## config.mk

```make
export PLATFORM = sky130hd
export DESIGN_NAME = a2d_conv_sched
export DESIGN_NICKNAME = d
export VERILOG_FILES = /design/src/rtl/a2d_pkg.sv /design/src/rtl/a2d_tmo_cnt.sv /design/src/rtl/a2d_conv_sched.sv
export SDC_FILE = /design/constraint.sdc
export NUM_CORES = 1
export LEC_CHECK = 0
export ABC_AREA = 1
export CAP_MARGIN = 20
export CORE_MARGIN = 8
export CORE_UTILIZATION = 30
export DETAILED_ROUTE_END_ITERATION = 16
export GPL_TIMING_DRIVEN = 1
export SLEW_MARGIN = 10
export SYNTH_ARGS = -nofsm -noshare
export SYNTH_HDL_FRONTEND = slang
export SYNTH_SLANG_ARGS = --single-unit
```

## constraint.sdc

```tcl
create_clock -name clk -period 1.8 [get_ports clk]
set_input_delay 0.36 -clock clk [delete_from_list [all_inputs] [get_ports clk]]
set_output_delay 0.36 -clock clk [all_outputs]
set_load 0.005 [all_outputs]
```

## src/rtl/a2d_pkg.sv

```systemverilog
// Shared types and helpers for the ADC128S conversion scheduler.
// Covers the sequencer states, the default converter channels and the SPI command builder.
package a2d_pkg;

    typedef enum logic [2:0] {
        IDLE  = 3'd0,
        SEND1 = 3'd1,
        WAIT1 = 3'd2,
        GAP   = 3'd3,
        SEND2 = 3'd4,
        WAIT2 = 3'd5
    } a2d_state_t;

    localparam logic [2:0] A2D_CH_LFT   = 3'd0;
    localparam logic [2:0] A2D_CH_RGHT  = 3'd4;
    localparam logic [2:0] A2D_CH_STEER = 3'd5;
    localparam logic [2:0] A2D_CH_BATT  = 3'd6;
    localparam int         A2D_TMO_CYC  = 1024;

    // The converter takes the channel address in bits [13:11] of the command word.
    function automatic logic [15:0] a2d_cmd(input logic [2:0] chnl);
        return {2'b00, chnl, 11'h000};
    endfunction

endpackage

```

## src/rtl/a2d_tmo_cnt.sv

```systemverilog
// Watchdog counter for SPI transactions: a loadable up-counter with clear and enable.
// Its terminal flag fires in the cycle whose increment would reach TMO_CYC-1.
module a2d_tmo_cnt #(
    parameter int  TMO_CYC = 1024,
    localparam int CW      = $clog2(TMO_CYC)
) (
    input  logic          clk,
    input  logic          rst,
    input  logic          clr,
    input  logic          en,
    input  logic          ld,
    input  logic [CW-1:0] ld_val,
    output logic          tc
);

    localparam logic [CW-1:0] TC_VAL = CW'(TMO_CYC - 2);

    logic [CW-1:0] cnt_q;
    logic [CW-1:0] cnt_d;

    always_comb begin
        cnt_d = cnt_q;
        if (clr) begin
            cnt_d = '0;
        end else if (ld) begin
            cnt_d = ld_val;
        end else if (en) begin
            cnt_d = cnt_q + 1'b1;
        end
    end

    always_ff @(posedge clk) begin
        if (rst) begin
            cnt_q <= '0;
        end else begin
            cnt_q <= cnt_d;
        end
    end

    assign tc = en && (cnt_q == TC_VAL);

endmodule

```

## src/rtl/a2d_conv_sched.sv

```systemverilog
// Round-robin conversion scheduler for the ADC128S behind the shared SPI monarch.
// Each conversion uses two SPI transactions: the first selects the channel, the second returns its result.
module a2d_conv_sched
    import a2d_pkg::*;
#(
    parameter logic [2:0] CH_LFT   = A2D_CH_LFT,
    parameter logic [2:0] CH_RGHT  = A2D_CH_RGHT,
    parameter logic [2:0] CH_STEER = A2D_CH_STEER,
    parameter logic [2:0] CH_BATT  = A2D_CH_BATT,
    parameter int         TMO_CYC  = A2D_TMO_CYC
) (
    input  logic        clk,
    input  logic        rst,
    input  logic        nxt,
    output logic        wrt,
    output logic [15:0] cmd,
    input  logic        done,
    input  logic [15:0] rd_data,
    output logic [11:0] lft_ld,
    output logic [11:0] rght_ld,
    output logic [11:0] steer_pot,
    output logic [11:0] batt,
    output logic        cnv_cmplt,
    output logic [1:0]  rr_ptr,
    output logic        tmo_err
);

    localparam int CW = $clog2(TMO_CYC);

    a2d_state_t  state_q, state_d;
    logic [15:0] cmd_q, cmd_d;
    logic [1:0]  rr_ptr_q, rr_ptr_d;
    logic [11:0] lft_q, lft_d;
    logic [11:0] rght_q, rght_d;
    logic [11:0] steer_q, steer_d;
    logic [11:0] batt_q, batt_d;
    logic        cnv_cmplt_q, cnv_cmplt_d;
    logic        tmo_err_q, tmo_err_d;

    logic        wrt_c;
    logic        tmo_clr;
    logic        tmo_en;
    logic        tmo_tc;
    logic [2:0]  sel_chnl;

    // Converter status bits ride in the top nibble of the reply and are not needed.
    logic [3:0]  unused_rd_hi;
    assign unused_rd_hi = rd_data[15:12];

    a2d_tmo_cnt #(
        .TMO_CYC (TMO_CYC)
    ) u_tmo_cnt (
        .clk    (clk),
        .rst    (rst),
        .clr    (tmo_clr),
        .en     (tmo_en),
        .ld     (1'b0),
        .ld_val ({CW{1'b0}}),
        .tc     (tmo_tc)
    );

    always_comb begin
        sel_chnl = CH_LFT;
        case (rr_ptr_q)
            2'd0:    sel_chnl = CH_LFT;
            2'd1:    sel_chnl = CH_RGHT;
            2'd2:    sel_chnl = CH_STEER;
            default: sel_chnl = CH_BATT;
        endcase
    end

    always_comb begin
        state_d     = state_q;
        cmd_d       = cmd_q;
        rr_ptr_d    = rr_ptr_q;
        lft_d       = lft_q;
        rght_d      = rght_q;
        steer_d     = steer_q;
        batt_d      = batt_q;
        cnv_cmplt_d = 1'b0;
        tmo_err_d   = tmo_err_q;
        wrt_c       = 1'b0;
        tmo_clr     = 1'b0;
        tmo_en      = 1'b0;

        case (state_q)
            IDLE: begin
                if (nxt) begin
                    cmd_d   = a2d_cmd(sel_chnl);
                    state_d = SEND1;
                end
            end
            SEND1: begin
                wrt_c   = 1'b1;
                tmo_clr = 1'b1;
                state_d = WAIT1;
            end
            WAIT1: begin
                tmo_en = 1'b1;
                if (done) begin
                    state_d = GAP;
                end else if (tmo_tc) begin
                    tmo_err_d = 1'b1;
                    state_d   = IDLE;
                end
            end
            // One cycle with the bus idle keeps SS_n high long enough between transactions.
            GAP: begin
                state_d = SEND2;
            end
            SEND2: begin
                wrt_c   = 1'b1;
                tmo_clr = 1'b1;
                state_d = WAIT2;
            end
            WAIT2: begin
                tmo_en = 1'b1;
                if (done) begin
                    case (rr_ptr_q)
                        2'd0:    lft_d   = rd_data[11:0];
                        2'd1:    rght_d  = rd_data[11:0];
                        2'd2:    steer_d = rd_data[11:0];
                        default: batt_d  = rd_data[11:0];
                    endcase
                    cnv_cmplt_d = 1'b1;
                    rr_ptr_d    = rr_ptr_q + 2'd1;
                    state_d     = IDLE;
                end else if (tmo_tc) begin
                    tmo_err_d = 1'b1;
                    state_d   = IDLE;
                end
            end
            default: begin
                state_d = IDLE;
            end
        endcase
    end

    always_ff @(posedge clk) begin
        if (rst) begin
            state_q     <= IDLE;
            cmd_q       <= 16'h0000;
            rr_ptr_q    <= 2'd0;
            lft_q       <= 12'h000;
            rght_q      <= 12'h000;
            steer_q     <= 12'h000;
            batt_q      <= 12'h000;
            cnv_cmplt_q <= 1'b0;
            tmo_err_q   <= 1'b0;
        end else begin
            state_q     <= state_d;
            cmd_q       <= cmd_d;
            rr_ptr_q    <= rr_ptr_d;
            lft_q       <= lft_d;
            rght_q      <= rght_d;
            steer_q     <= steer_d;
            batt_q      <= batt_d;
            cnv_cmplt_q <= cnv_cmplt_d;
            tmo_err_q   <= tmo_err_d;
        end
    end

    assign wrt       = wrt_c;
    assign cmd       = cmd_q;
    assign lft_ld    = lft_q;
    assign rght_ld   = rght_q;
    assign steer_pot = steer_q;
    assign batt      = batt_q;
    assign cnv_cmplt = cnv_cmplt_q;
    assign rr_ptr    = rr_ptr_q;
    assign tmo_err   = tmo_err_q;

endmodule

```

==> results of run 1 <==
-- power by group --
| part | total (uW) | internal [uW] | switching (uW) |
|---|---|---|---|
| registers | 1530 | 1520 | 10.4 |
| logic | 230 | 92.2 | 137 |
| clock network | 1310 | 661 | 653 |
| total | 3070 | 2270 | 801 |
-- flip-flops by register name, indices dropped and copies added, names as in the netlist --
| signal | flops |
|---|---|
| batt | 12 |
| lft_ld | 12 |
| rght_ld | 12 |
| steer_pot | 12 |
| u_tmo_cnt.cnt_q | 10 |
| cmd | 3 |
| state_q | 3 |
| rr_ptr | 2 |
| cnv_cmplt | 1 |
| tmo_err | 1 |
-- tightest hold or removal path, stage by stage, from the launching register on --
cell and delay, ns:
dfxtp_1 0.31, inv_1 0.04, a21oi_1 0.05
-- timing repair --
| action | in CTS | in global routing |
|---|---|---|
| gates resized for setup | 7 | 0 |
| setup buffers | 1 | 0 |
| endpoints found under the setup margin | 1 | 0 |
| hold endpoints to repair | 0 | 0 |
-- worst max-delay path by stage --
stage	cells after the start	end	slack, ns	start
after floorplan	3	wrt	0.46	state_q[0]
after global placement	7	batt[8]	0.03	done
after detailed placement	7	batt[9]	0.02	done
after CTS	4	wrt	0.09	state_q[0]
after global routing	4	wrt	0.04	state_q[0]
final	4	wrt	0.11	state_q[0]
-- metal layers --
metal  track usage  share of wire  vias to the layer above
met5             0              0                        -
met4        0.0604          0.018                        0
met3        0.0367          0.052                       10
met2         0.208           0.47                       55
met1         0.142           0.46                     1148
li1              -              -                     1341
-- cells by family (layout without fill, tap and decap cells) --
group | count (synthesis) | after routing
AOI/OAI and AO/OA | 76 | 76
xor gates and xnor gates | 2 | 2
adders and majority gates | 6 | 6
buffers and inverters | 48 | 122
DFF | 68 | 68
other | 1 | 13
and+or+nand+nor | 174 | 174
-- final cells by class --
cell class	count	area, um2
fillers	947	5320
flip-flops and latches	68	1360
multi-input cells	271	1270
repair buffers	85	823
well taps	111	139
clock buffers	9	124
clock inverters	7	82.6
inverters	21	78.8
-- through the flow --
step	worst slack (ns)	power (uW)	utilization
after global placement	0.0302	1780	0.399
final	0.112	3070	0.422
after floorplan	0.458	1700	-
after global routing	0.0420	3210	0.422
after CTS	0.0896	3100	0.422
after detailed placement	0.0231	1790	0.399
-- cells in the final DEF (no fill, tap or decap) --
cell type        count
buf_4               13
o21ai_0             54
nand3b_1             1
ha_1                 6
clkinv_1             1
xor2_1               2
and3_1               1
buf_2                1
nand4_1              2
nor2_1             107
clkdlybuf4s50_1     70
a21boi_0             2
clkbuf_8             9
clkinv_4             1
conb_1              13
a211oi_1             1
inv_6                2
nand2_1             40
or2_4                1
inv_8                1
inv_1               14
o211ai_1             1
nand3_2              1
clkinvlp_4           2
nand3_1             10
or2_1                1
dfxtp_2              2
or2_0                1
nand3_4              1
inv_2                6
nor2_2               4
nor3_1               1
dfxtp_1             66
nor2_4               2
buf_12               1
a21oi_1             18
bufinv_16            1
nand2_2              1
==> metrics.cfg, run 1 <==
[synth]
synth_compound_area_frac = 0.137
synthSimpleGateAreaFrac = 0.258
synth.distinct_cells = 30
ys.flop_type = dfxtp_1
synthTopCellsByArea = dfxtp_1 48%, nor2_1 14%, o21ai_0 9.5%, nand2_1 5.3%, buf_4 4.5%
synthMuxAreaShare = 0
yosysSeqAreaShare = 0.479
synth_top_family_by_area = simple AND/OR/NAND/NOR gates
ys_ff_latch = 68
synth_edf_count = 0
yosysMostFrequentCell = nor2_1
syn_inst = 375
synthAdderAreaFrac = 0.0264
synth_top_area_share = 0.479
async_flop_share = 0
synth_xor_area_frac = 0.00617
synth_area_per_cell_um2 = 7.57
ys.warnings.count = 0
synth_commonest_cells = 107 x nor2_1, 68 x dfxtp_1, 54 x o21ai_0
yosys.area.top_type = dfxtp_1
synth_area_um2 = 2840

[hold_path]
hp-class = register to register
worstHoldStart = tmo_err
min_path_cells = 2
min_to = tmo_err

[cells_and_area]
drive_gt1_frac = 0.106
num_antenna_cells = 0
finalNonFillerCells = 572
nNetsFinal = 482
stdcell_area_um2 = 3880
area_delta_synth_final_pct = 36.6

[route]
drc = 0
first_pass_iters = 4
wl_um = 7750
ant_nets = 0
dr.first_iter.drc_count = 113
num_vias = 2554
viasPerCell = 4.47
routedWlPerCell_um = 13.6

[power_and_ir_drop]
pwr_density_cell_nw_per_um2 = 792
ir_drop_mv = 0.306
power_leakage_uw = 0.00145

[setup_path]
start_kind = register
cp_cell_sequence = or2_4 -> or2_1 -> nand2_1 -> buf_2
crit_family = simple AND/OR/NAND/NOR gates
r2r_slack_ns = 0.27
worstPathRequired_ns = 1.44
crit_slowest_cell = dfxtp_2
reg2reg_from = state_q[1]
arrival_ns = 1.33
path_max_fanout = 3
timing.critical_path.buf_inv = 1
critical-path-max-stage-delay_ns = 0.33
rr_worst_depth = 8
r2r-end = u_tmo_cnt.cnt_q[3]
cp-end-kind = primary output
crit_type = register to primary output

[placement]
hpwlAfterDp_um = 5890
dp.cells = 555
placed_cell_area_um2 = 3660
io_buffers = 71
routabilityCongestion = 0.853

[timing]
fin_skew_ns = 0.0183
setup_tns_ns = 0
finalSetupViolations = 0
layout_min_cycle_time_ns = 1.69
hold_viol = 0
hold_slack_ns = 0.449
rsz0062_at_grt = no
post-route-period-util = 0.938
slew_violations = 0
fmax_mhz = 592

[global_route]
grt.overflow.total = 0
grt_max_degree = 51
antenna_found_initial = 0
grt_pass1_vias = 2505
track_usage = 0.124
grt_pass1_wl_um = 12700

[die]
fp.dieH_um = 113
die_area_um2 = 12800
initial_core_util = 0.309
die_w_um = 113
ios = 89
num_rows = 35
core_um2 = 9200

[clock_tree]
cts_made_buffers = 9
path_clk_slew_ns = 0.08
cts_tree = built
cts.sinks = 68
cts-root-buf = clkbuf_8
cts_buffer_depth = 2
hold_buffers = 0
cts_max_level = 3
insertion_delay_ns = 0.35

[outcome]
status = complete, no violations

[job]
maxCapViolCount = 0

Power figures use the tool's default switching activity.
==> run 2: changes to the inputs <==
--- a/config.mk
+++ b/config.mk
@@ -5,12 +5,12 @@
 export SDC_FILE = /design/constraint.sdc
 export NUM_CORES = 1
 export LEC_CHECK = 0
-export ABC_AREA = 1
 export CAP_MARGIN = 20
 export CORE_MARGIN = 8
 export CORE_UTILIZATION = 30
 export DETAILED_ROUTE_END_ITERATION = 16
 export GPL_TIMING_DRIVEN = 1
+export HOLD_SLACK_MARGIN = 0.05
 export SLEW_MARGIN = 10
 export SYNTH_ARGS = -nofsm -noshare
 export SYNTH_HDL_FRONTEND = slang
==> metrics.cfg, run 2 <==
[synth]
synth_edf_count = 0
synth_commonest_cells = 106 x nand2_1, 68 x dfxtp_1, 52 x a21oi_1
async_flop_share = 0
synth_top_area_share = 0.470
ys.warnings.count = 0
yosysSeqAreaShare = 0.470
ys.flop_type = dfxtp_1
yosys.area.top_type = dfxtp_1
synth.distinct_cells = 42
synth_area_um2 = 2900
synthTopCellsByArea = dfxtp_1 47%, nand2_1 14%, a21oi_1 9.0%, buf_4 4.1%, xnor2_1 2.7%
synth_area_per_cell_um2 = 8.25
ys_ff_latch = 68
yosysMostFrequentCell = nand2_1
syn_inst = 351

[power_and_ir_drop]
ir_drop_mv = 0.364
p_switching_uw = 797
p_int_uw = 2340
clkPwrFrac = 0.386
pwr-share-comb = 0.111
swShare = 0.254
seqPwrFrac = 0.503
pwr_density_cell_nw_per_um2 = 781
power_leakage_uw = 0.00138
p_total_uw = 3140

[clock_tree]
cts-root-buf = clkbuf_8
cts_made_buffers = 9
hold_buffers = 0
cts_max_level = 3
cts_buffer_depth = 2
cts.sinks = 68
path_clk_slew_ns = 0.07
cts_tree = built
insertion_delay_ns = 0.33

[placement]
routabilityCongestion = 0.816
hpwlAfterDp_um = 5860
placed_cell_area_um2 = 3830
io_buffers = 71
post-place-ws_ns = -0.105

[timing]
post-route-period-util = 0.916
fin_skew_ns = 0.00828
finalSetupViolations = 0
hold_slack_ns = 0.375
slew_violations = 0
layout_min_cycle_time_ns = 1.65
hold_viol = 0
fmax_mhz = 606
rsz0062_at_grt = no
setup_tns_ns = 0
fin_ws_ns = 0.151

[route]
ant_nets = 0
viasPerCell = 4.52
drc = 0
routedWlPerCell_um = 13.8
num_vias = 2580
wl_um = 7850
dr.first_iter.drc_count = 83
first_pass_iters = 4

[die]
die_w_um = 114
die_area_um2 = 13100
ios = 89
fp.dieH_um = 114
core_um2 = 9590
num_rows = 36
initial_core_util = 0.302

[cells_and_area]
num_antenna_cells = 0
area_delta_synth_final_pct = 38.8
layout_commonest_cell = nand2_1
nNetsFinal = 459
drive_gt1_frac = 0.107
final_cell_mix = 106 x nand2_1, 69 x clkdlybuf4s50_1, 66 x dfxtp_1
stdcell_area_um2 = 4020

[setup_path]
timing.critical_path.buf_inv = 1
worstPathRequired_ns = 1.44
cp_cell_sequence = clkdlybuf4s50_1
crit_slowest_cell = clkdlybuf4s50_1
reg2reg_from = state_q[2]
startpoint = rr_ptr[0]
crit_family = buffers and inverters
path_max_fanout = 5
arrival_ns = 1.29
cp-end-kind = primary output
critical-path-max-stage-delay_ns = 0.54
crit_type = register to primary output
start_kind = register

[global_route]
antenna_found_initial = 0
grt_pass1_vias = 2529
grt_pass1_wl_um = 12700
grt.overflow.total = 0
track_usage = 0.123
grt_max_degree = 67

[outcome]
status = complete, no violations

[hold_path]
hp-class = input port to register
worstHoldStart = rst

[job]
maxCapViolCount = 0

[run 2: cell types whose count changed after synthesis, sizes merged, moves of 5 or more]
cell,previous run,this run
o21ai,54,3
inv,20,7
nand3,12,1
and2,0,6
nand2,41,106
a21oi,18,53
buf,19,27
nor3,1,6
xnor2,0,9
nor2,113,15
[run 2: path summary, 6_finish.rpt]
kind	to	depth (start not counted)	slack [ns]
max	rr_ptr[0]	1	0.15
min	cnv_cmplt	3	0.37
max reg2reg	rght_ld[1]	5	0.20
min reg2reg	lft_ld[3]	2	0.45
[run 2: area by class of cell]
| cell class | instances | area [um2] |
|---|---|---|
| Clock inverter | 6 | 63.8 |
| Inverter | 7 | 26.3 |
| Sequential cell | 68 | 1360 |
| Tap cell | 133 | 166 |
| Timing Repair Buffer | 93 | 920 |
| Multi-Input combinational cell | 254 | 1350 |
| Clock buffer | 10 | 128 |
| Fill cell | 983 | 5570 |
[run 2: power groups by stage]
stage               Clock [uW]  Sequential [uW]  Combinational, uW
finish                    1210             1580                348
global route              1330             1580                385
detailed placement           0             1610                352
CTS                       1260             1580                349
floorplan                    0             1590                230
global placement             0             1610                343
[run 2: timing repair]
item | in CTS | in global routing
gates resized for setup | 3 | 0
buffers inserted | 0 | 0
setup endpoints to repair | 1 | 0
[run 2: kinds of logic (layout without fill, tap and decap cells)]
family,Yosys count,count (layout),share of synthesized area
flip-flops,68,68,0.470
other,1,13,0.00129
AO/OA/AOI/OAI,73,73,0.152
adder cells (fa/ha/maj),6,6,0.0259
AND/OR/NAND/NOR,149,149,0.232
XOR/XNOR,10,10,0.0302
buffers and inverters,41,116,0.0786
multiplexers,3,3,0.0104
[run 2: layer usage]
| metal | GRT usage | share of wire | vias to the layer above |
|---|---|---|---|
| met3 | 0.0496 | 0.088 | 2 |
| met2 | 0.201 | 0.46 | 92 |
| met1 | 0.146 | 0.45 | 1177 |
| met4 | 0.0293 | 0.0038 | 0 |
| li1 | - | - | 1309 |
| met5 | 0 | 0 | - |
[run 2: metrics by stage]
step,util,cells
after detailed placement,0.399,555
after floorplan,-,363
final,0.419,571
after global placement,0.399,555
after global routing,0.419,571
after CTS,0.419,571
